## src/rtl/rs_pkg.sv

```systemverilog
// Shared types and limits for the register slice chain (register_slice_chain, rs_stage).
package rs_pkg;

  typedef enum logic [1:0] {
    RS_FWD  = 2'd0,
    RS_BWD  = 2'd1,
    RS_FULL = 2'd2
  } rs_mode_e;

  localparam int RS_MAX_DEPTH = 16;

endpackage

```

## src/rtl/rs_stage.sv

```systemverilog
// One register slice stage: forward (registered valid/data), backward (registered ready,
// one skid entry) or full (two entries, everything registered).
module rs_stage
  import rs_pkg::*;
#(
  parameter int       DATA_W = 32,
  parameter rs_mode_e MODE   = RS_FULL
) (
  input  logic              clk,
  input  logic              clear,
  input  logic              in_valid,
  output logic              in_ready,
  input  logic [DATA_W-1:0] in_data,
  output logic              out_valid,
  input  logic              out_ready,
  output logic [DATA_W-1:0] out_data,
  output logic [1:0]        occ
);

  // Handshake: a beat moves across a port on a rising edge where valid and ready are
  // both high; valid never depends on ready being high first, and data is held while valid
  // and not ready.
  if (MODE == RS_FWD) begin : g_fwd
    logic              full_q;
    logic [DATA_W-1:0] data_q;

    always_ff @(posedge clk) begin
      if (clear) begin
        full_q <= 1'b0;
        data_q <= '0;
      end else if (in_ready) begin
        full_q <= in_valid;
        if (in_valid) data_q <= in_data;
      end
    end

    assign in_ready  = ~full_q | out_ready;
    assign out_valid = full_q;
    assign out_data  = data_q;
    assign occ       = {1'b0, full_q};

  end else if (MODE == RS_BWD) begin : g_bwd
    logic              skid_q;
    logic [DATA_W-1:0] skid_data_q;

    always_ff @(posedge clk) begin
      if (clear) begin
        skid_q      <= 1'b0;
        skid_data_q <= '0;
      end else if (skid_q) begin
        if (out_ready) skid_q <= 1'b0;
      end else if (in_valid && !out_ready) begin
        skid_q      <= 1'b1;
        skid_data_q <= in_data;
      end
    end

    // Pass-through path is masked when idle so an empty chain shows zero data.
    assign in_ready  = ~skid_q;
    assign out_valid = skid_q | in_valid;
    assign out_data  = skid_q ? skid_data_q : (in_valid ? in_data : '0);
    assign occ       = {1'b0, skid_q};

  end else begin : g_full
    logic              out_valid_q;
    logic              skid_valid_q;
    logic [DATA_W-1:0] out_data_q;
    logic [DATA_W-1:0] skid_data_q;

    always_ff @(posedge clk) begin
      if (clear) begin
        out_valid_q  <= 1'b0;
        skid_valid_q <= 1'b0;
        out_data_q   <= '0;
        skid_data_q  <= '0;
      end else if (!out_valid_q || out_ready) begin
        if (skid_valid_q) begin
          out_valid_q  <= 1'b1;
          out_data_q   <= skid_data_q;
          skid_valid_q <= 1'b0;
        end else begin
          out_valid_q <= in_valid;
          if (in_valid) out_data_q <= in_data;
        end
      end else if (in_valid && !skid_valid_q) begin
        skid_valid_q <= 1'b1;
        skid_data_q  <= in_data;
      end
    end

    assign in_ready  = ~skid_valid_q;
    assign out_valid = out_valid_q;
    assign out_data  = out_data_q;
    assign occ       = {1'b0, out_valid_q} + {1'b0, skid_valid_q};
  end

endmodule

```

## src/rtl/register_slice_chain.sv

```systemverilog
// DEPTH cascaded rs_stage slices with flush and a live occupancy count.
// Optional RS_CHAIN_STATS_EN adds xfer_cnt / stall_cnt handshake statistics.
module register_slice_chain
  import rs_pkg::*;
#(
  parameter int       DATA_W = 32,
  parameter int       DEPTH  = 2,
  parameter rs_mode_e MODE   = RS_FULL
) (
  input  logic                             clk,
  input  logic                             rst,
  input  logic                             flush,
  input  logic                             i_valid,
  output logic                             o_ready,
  input  logic [DATA_W-1:0]                i_data,
  output logic                             o_valid,
  input  logic                             i_ready,
  output logic [DATA_W-1:0]                o_data,
  output logic [$clog2(2*DEPTH+1)-1:0]     occupancy
`ifdef RS_CHAIN_STATS_EN
  ,
  output logic [31:0]                      xfer_cnt,
  output logic [31:0]                      stall_cnt
`endif
);

  localparam int OCC_W = $clog2(2*DEPTH+1);

  logic              kill;
  logic [DEPTH:0]    v;
  logic [DEPTH:0]    r;
  logic [DATA_W-1:0] d   [DEPTH+1];
  logic [1:0]        occ [DEPTH];
  logic [OCC_W-1:0]  occ_sum;

  // rst and flush both empty every stage and block the external handshakes that cycle.
  assign kill     = rst | flush;
  assign v[0]     = i_valid & ~kill;
  assign d[0]     = i_data;
  assign r[DEPTH] = i_ready & ~kill;

  for (genvar s = 0; s < DEPTH; s++) begin : g_stage
    rs_stage #(
      .DATA_W (DATA_W),
      .MODE   (MODE)
    ) u_stage (
      .clk       (clk),
      .clear     (kill),
      .in_valid  (v[s]),
      .in_ready  (r[s]),
      .in_data   (d[s]),
      .out_valid (v[s+1]),
      .out_ready (r[s+1]),
      .out_data  (d[s+1]),
      .occ       (occ[s])
    );
  end

  always_comb begin
    occ_sum = '0;
    for (int k = 0; k < DEPTH; k++) occ_sum = occ_sum + OCC_W'(occ[k]);
  end

  assign o_valid   = v[DEPTH] & ~kill;
  assign o_ready   = r[0] & ~kill;
  assign o_data    = d[DEPTH];
  assign occupancy = occ_sum;

`ifdef RS_CHAIN_STATS_EN
  // Only rst clears the statistics; flush just suppresses handshakes for a cycle.
  always_ff @(posedge clk) begin
    if (rst) begin
      xfer_cnt  <= '0;
      stall_cnt <= '0;
    end else begin
      if (o_valid && i_ready)  xfer_cnt  <= xfer_cnt + 32'd1;
      if (o_valid && !i_ready) stall_cnt <= stall_cnt + 32'd1;
    end
  end
`endif

endmodule

```

## config.mk

```make
export PLATFORM = sky130hd
export DESIGN_NAME = register_slice_chain
export DESIGN_NICKNAME = d
export VERILOG_FILES = /design/src/rtl/rs_pkg.sv /design/src/rtl/rs_stage.sv /design/src/rtl/register_slice_chain.sv
export SDC_FILE = /design/constraint.sdc
export NUM_CORES = 1
export LEC_CHECK = 0
export BUFFER_PORTS_ARGS = -buffer_cell sky130_fd_sc_hd__buf_2
export CORE_MARGIN = 2
export CORE_UTILIZATION = 60
export CTS_CLUSTER_SIZE = 8
export DETAILED_ROUTE_END_ITERATION = 7
export HOLD_SLACK_MARGIN = 0.03
export MAX_ROUTING_LAYER = met4
export PLACE_DENSITY = 0.82
export SYNTH_ARGS = -nofsm -noshare
export SYNTH_HDL_FRONTEND = slang
export SYNTH_SLANG_ARGS = --single-unit
```

## constraint.sdc

```tcl
create_clock -name clk -period 5.15 [get_ports clk]
set_input_delay 0 -clock clk [delete_from_list [all_inputs] [get_ports clk]]
set_output_delay 0 -clock clk [all_outputs]
set_load 0.05 [all_outputs]
```

==> implementation parameters <==
Parameter                              Value

Run status
  Run status    finished, final reports clean

Critical path
  Class of the most critical setup path    flop to primary output
  Category of the worst setup path launch point    flop
  Required time of the critical path    5.15 ns
  Source of the worst register-to-register timing path    g_stage[1].u_stage.g_full.skid_valid_q
  Setup slack of the worst register-to-register path    2.73 ns
  R2R depth    3
  Slowest library cell on the worst path    dfxtp_2
  Endpoint of the worst register-to-register path    g_stage[0].u_stage.g_full.skid_data_q[13]
  Sequence of cells on the critical path    inv_1 -> fa_1 -> inv_1 -> ha_1 -> ha_1 -> buf_2
  Critical-path maximum fanout    37
  Endpoint arrival time on the critical path    3.11 ns
  Sort of element at the end of the critical path    primary output
  Biggest cell delay along the critical path    1.09 ns

Clocking
  TritonCTS clock tree    yes
  Clock tree buffer depth    2
  Root cell of the clock tree    clkbuf_8
  Post-CTS setup repair buffer count    0
  Insertion delay to the later sink of the worst-skew pair    0.52 ns
  CTS-repair resized insts    0
  TritonCTS Sinks    132
  Number of buffers added to fix hold violations after cts    34
  Inserted Clock Buffers    17
  Clock Pin Slew Worst Setup and Hold Paths    0.06 ns
  CTS H-Tree Depth    4

STA
  Clk_skew    0.008229 ns
  Total of endpoints with negative setup slack in the final report    0
  Total Neg Setup Slack    0 ns
  Setup WS post-layout    2.039 ns
  Maximum clock rate    321.4 MHz
  Slew Limit Fails    0
  Final Cycle Share    0.6041
  RSZ-0062 raised after global routing    false
  Actual transition at the worst max-transition pin    1.192 ns
  Max-slew headroom    0.2036
  Min Tclk post-route    3.111 ns
  Hold Vio Cnt, Final    0

Yosys
  Number of instances in the synthesized netlist    623
  Count of yosys warnings during synthesis    0
  Proportion of synthesized chip area in sequential cells    0.4657
  Flip-flop cell with the highest count after synthesis    dfxtp_1
  Mapped Area    5674 um^2
  Fraction of synthesis flops using an asynchronous set or reset pin    0
  Most instantiated cells after synthesis    dfxtp_1 (132), nand2_1 (98), mux2i_1 (64), clkbuf_1 (43)
  Post-synthesis cell type count    28
  Share of Yosys cell area claimed by the top area cell type    0.4657
  Syn Area/Cell    9.108 um^2
  Mapped Nets    663
  Dominant cells by area after synthesis    dfxtp_1 (47%), mux2i_1 (11%), nand2_1 (6.5%)
  Largest area contributor in the synthesized netlist    dfxtp_1
  Number of synthesized register bits    132
  Post-synth EDFFs    0
  Top-count cell post-synth    dfxtp_1

Final layout
  Post-layout net count    712
  Proportion of layout cells with a drive suffix above 1    0.1693
  P&R area growth vs syn    19.40%
  Antenna diode count    0

Floorplanning
  I/O pin count    74
  Rows    35
  Initial cell density of the core    0.6170
  Chip height    101.2 um
  Die boundary width    101.2 um
  Area of the core    9196 um^2
  Die footprint    10250 um^2

Placement
  HPWL reported at the end of detailed placement    6.867 mm
  Pre-CTS setup slack    2.578 ns
  Global placement routability congestion    0.7560
  Number of buffers inserted by port buffering    73

Power and ir drop
  Max VDD drop    279.4 uV
  Static leakage power    2.815 nW
  Power density over the cells    367.7 nW/um^2

Worst hold path
  Worst hold path stage count    5
  Class of the tightest hold or removal check    input port to flop
  Hold path startpoint    rst
  End point of the most critical hold path    g_stage[0].u_stage.g_full.skid_data_q[26]

Global routing
  Largest net degree at the start of global routing    72
  Aggregate global-route resource usage    0.2660
  Global-route wire length before repair    20.90 mm
  Via count of the first global-routing pass    4446
  Initial antenna violation count    0
  Gr ovfl total    0

Detailed routing
  Routed vias/inst    5.658
  Count of vias placed by the detailed router    4504
  Antenna violation net count after detailed routing    0
  Remaining design rule violation count    0
  WL/cell    15.64 um
  Detailed-route wire length    12.45 mm
  Total iterations of the first detailed-routing run    6
  Iteration-0 DRC count of the detailed router    270

Flow run
  Max-cap check violation count    0
## logic make-up (layout without fill, tap and decap cells)
| group | Yosys count | after routing | synth area share |
|---|---|---|---|
| and+or+nand+nor | 170 | 170 | 0.1297 |
| AOI/OAI and AO/OA | 132 | 132 | 0.1762 |
| DFF | 132 | 132 | 0.4657 |
| buffers and inverters | 122 | 184 | 0.1076 |
| muxes | 64 | 64 | 0.1129 |
| adders and majority gates | 3 | 3 | 0.007938 |
## metal layers
metal	vias up	GRT usage	part of all wire
met3	15	0.06004	0.055
li1	2220	-	-
met2	149	0.4345	0.50
met4	0	0.09148	0.013
met1	2120	0.3252	0.43
met5	-	-	0
## where the power goes
part / total [mW] / switching [mW] / internal [mW]
registers: 1.05 / 0.0122 / 1.04
clock network: 1.28 / 0.423 / 0.859
logic: 0.158 / 0.0942 / 0.0635
total: 2.49 / 0.529 / 1.96
## worst max-delay path, delay by kind of cell, from the launching register on
family	cells	cell delay, ns
DFF	1	1.09
buffers and inverters	3	0.46
adders and majority gates	3	1.04
## worst max path at each step
stage                                                      start            to  cells after the start
after floorplan           g_stage[0].u_stage.g_full.skid_valid_q  occupancy[1]                      7
after global placement    g_stage[0].u_stage.g_full.skid_valid_q  occupancy[1]                      6
after detailed placement  g_stage[0].u_stage.g_full.skid_valid_q  occupancy[1]                      6
after CTS                 g_stage[0].u_stage.g_full.skid_valid_q  occupancy[1]                      6
after global routing      g_stage[0].u_stage.g_full.skid_valid_q  occupancy[1]                      6
final                     g_stage[0].u_stage.g_full.skid_valid_q  occupancy[1]                      6
## layout make-up
class	count	area [um^2]
well taps	111	138.9
inverters	39	146.4
repair buffers	113	750.7
flip-flops and latches	132	2645
clock inverters	9	175.2
fillers	670	2421
clock buffers	23	456.7
multi-input cells	369	2462
## registers in the layout (all words and copies together), names as in the netlist
register	count
g_stage.u_stage.out_valid	2
g_stage.u_stage.g_full.skid_valid_q	2
g_stage.u_stage.out_data	64
g_stage.u_stage.g_full.skid_data_q	64
## stage by stage
| step | std cells | area, um^2 | hold slack [ns] | util | power, mW |
|---|---|---|---|---|---|
| 6_report | 796 | 6775 | 0.1931 | 0.7367 | 2.491 |
| 2_1_floorplan | 623 | 5674 | 0.1323 | - | 1.171 |
| 5_1_grt | 796 | 6775 | 0.2316 | 0.7367 | 2.564 |
| 3_3_place_gp | 730 | 5803 | 0.2484 | 0.6310 | 1.204 |
| 4_1_cts | 796 | 6775 | 0.1734 | 0.7367 | 2.500 |
| 3_5_place_dp | 730 | 5803 | 0.2551 | 0.6310 | 1.207 |
## cell usage in the layout (no fill, tap or decap)
cell type,Yosys,final
buf_4,32,6
o2bb2a_1,1,1
dfxtp_2,0,2
ha_1,2,2
a211oi_1,32,32
mux2i_1,64,64
nor2_4,0,1
or2_2,0,1
or4_4,1,1
nand2b_1,28,28
dlygate4sd3_1,0,34
a211oi_4,0,1
nand4bb_1,1,1
o221ai_1,6,6
inv_1,38,38
bufinv_16,0,5
a2bb2oi_4,0,1
nor2b_1,1,1
nor2_1,38,37
fa_1,1,1
clkinvlp_4,0,2
clkbuf_8,0,3
nor4bb_4,0,1
a2bb2oi_1,31,31
nand2_1,98,98
inv_2,1,1
nor3_1,1,1
dfxtp_1,132,130
buf_2,2,73
clkbuf_16,0,16
o311ai_0,26,26
clkbuf_1,43,4
a21oi_1,34,34
clkinv_2,0,2
Power figures use the tool's default switching activity.
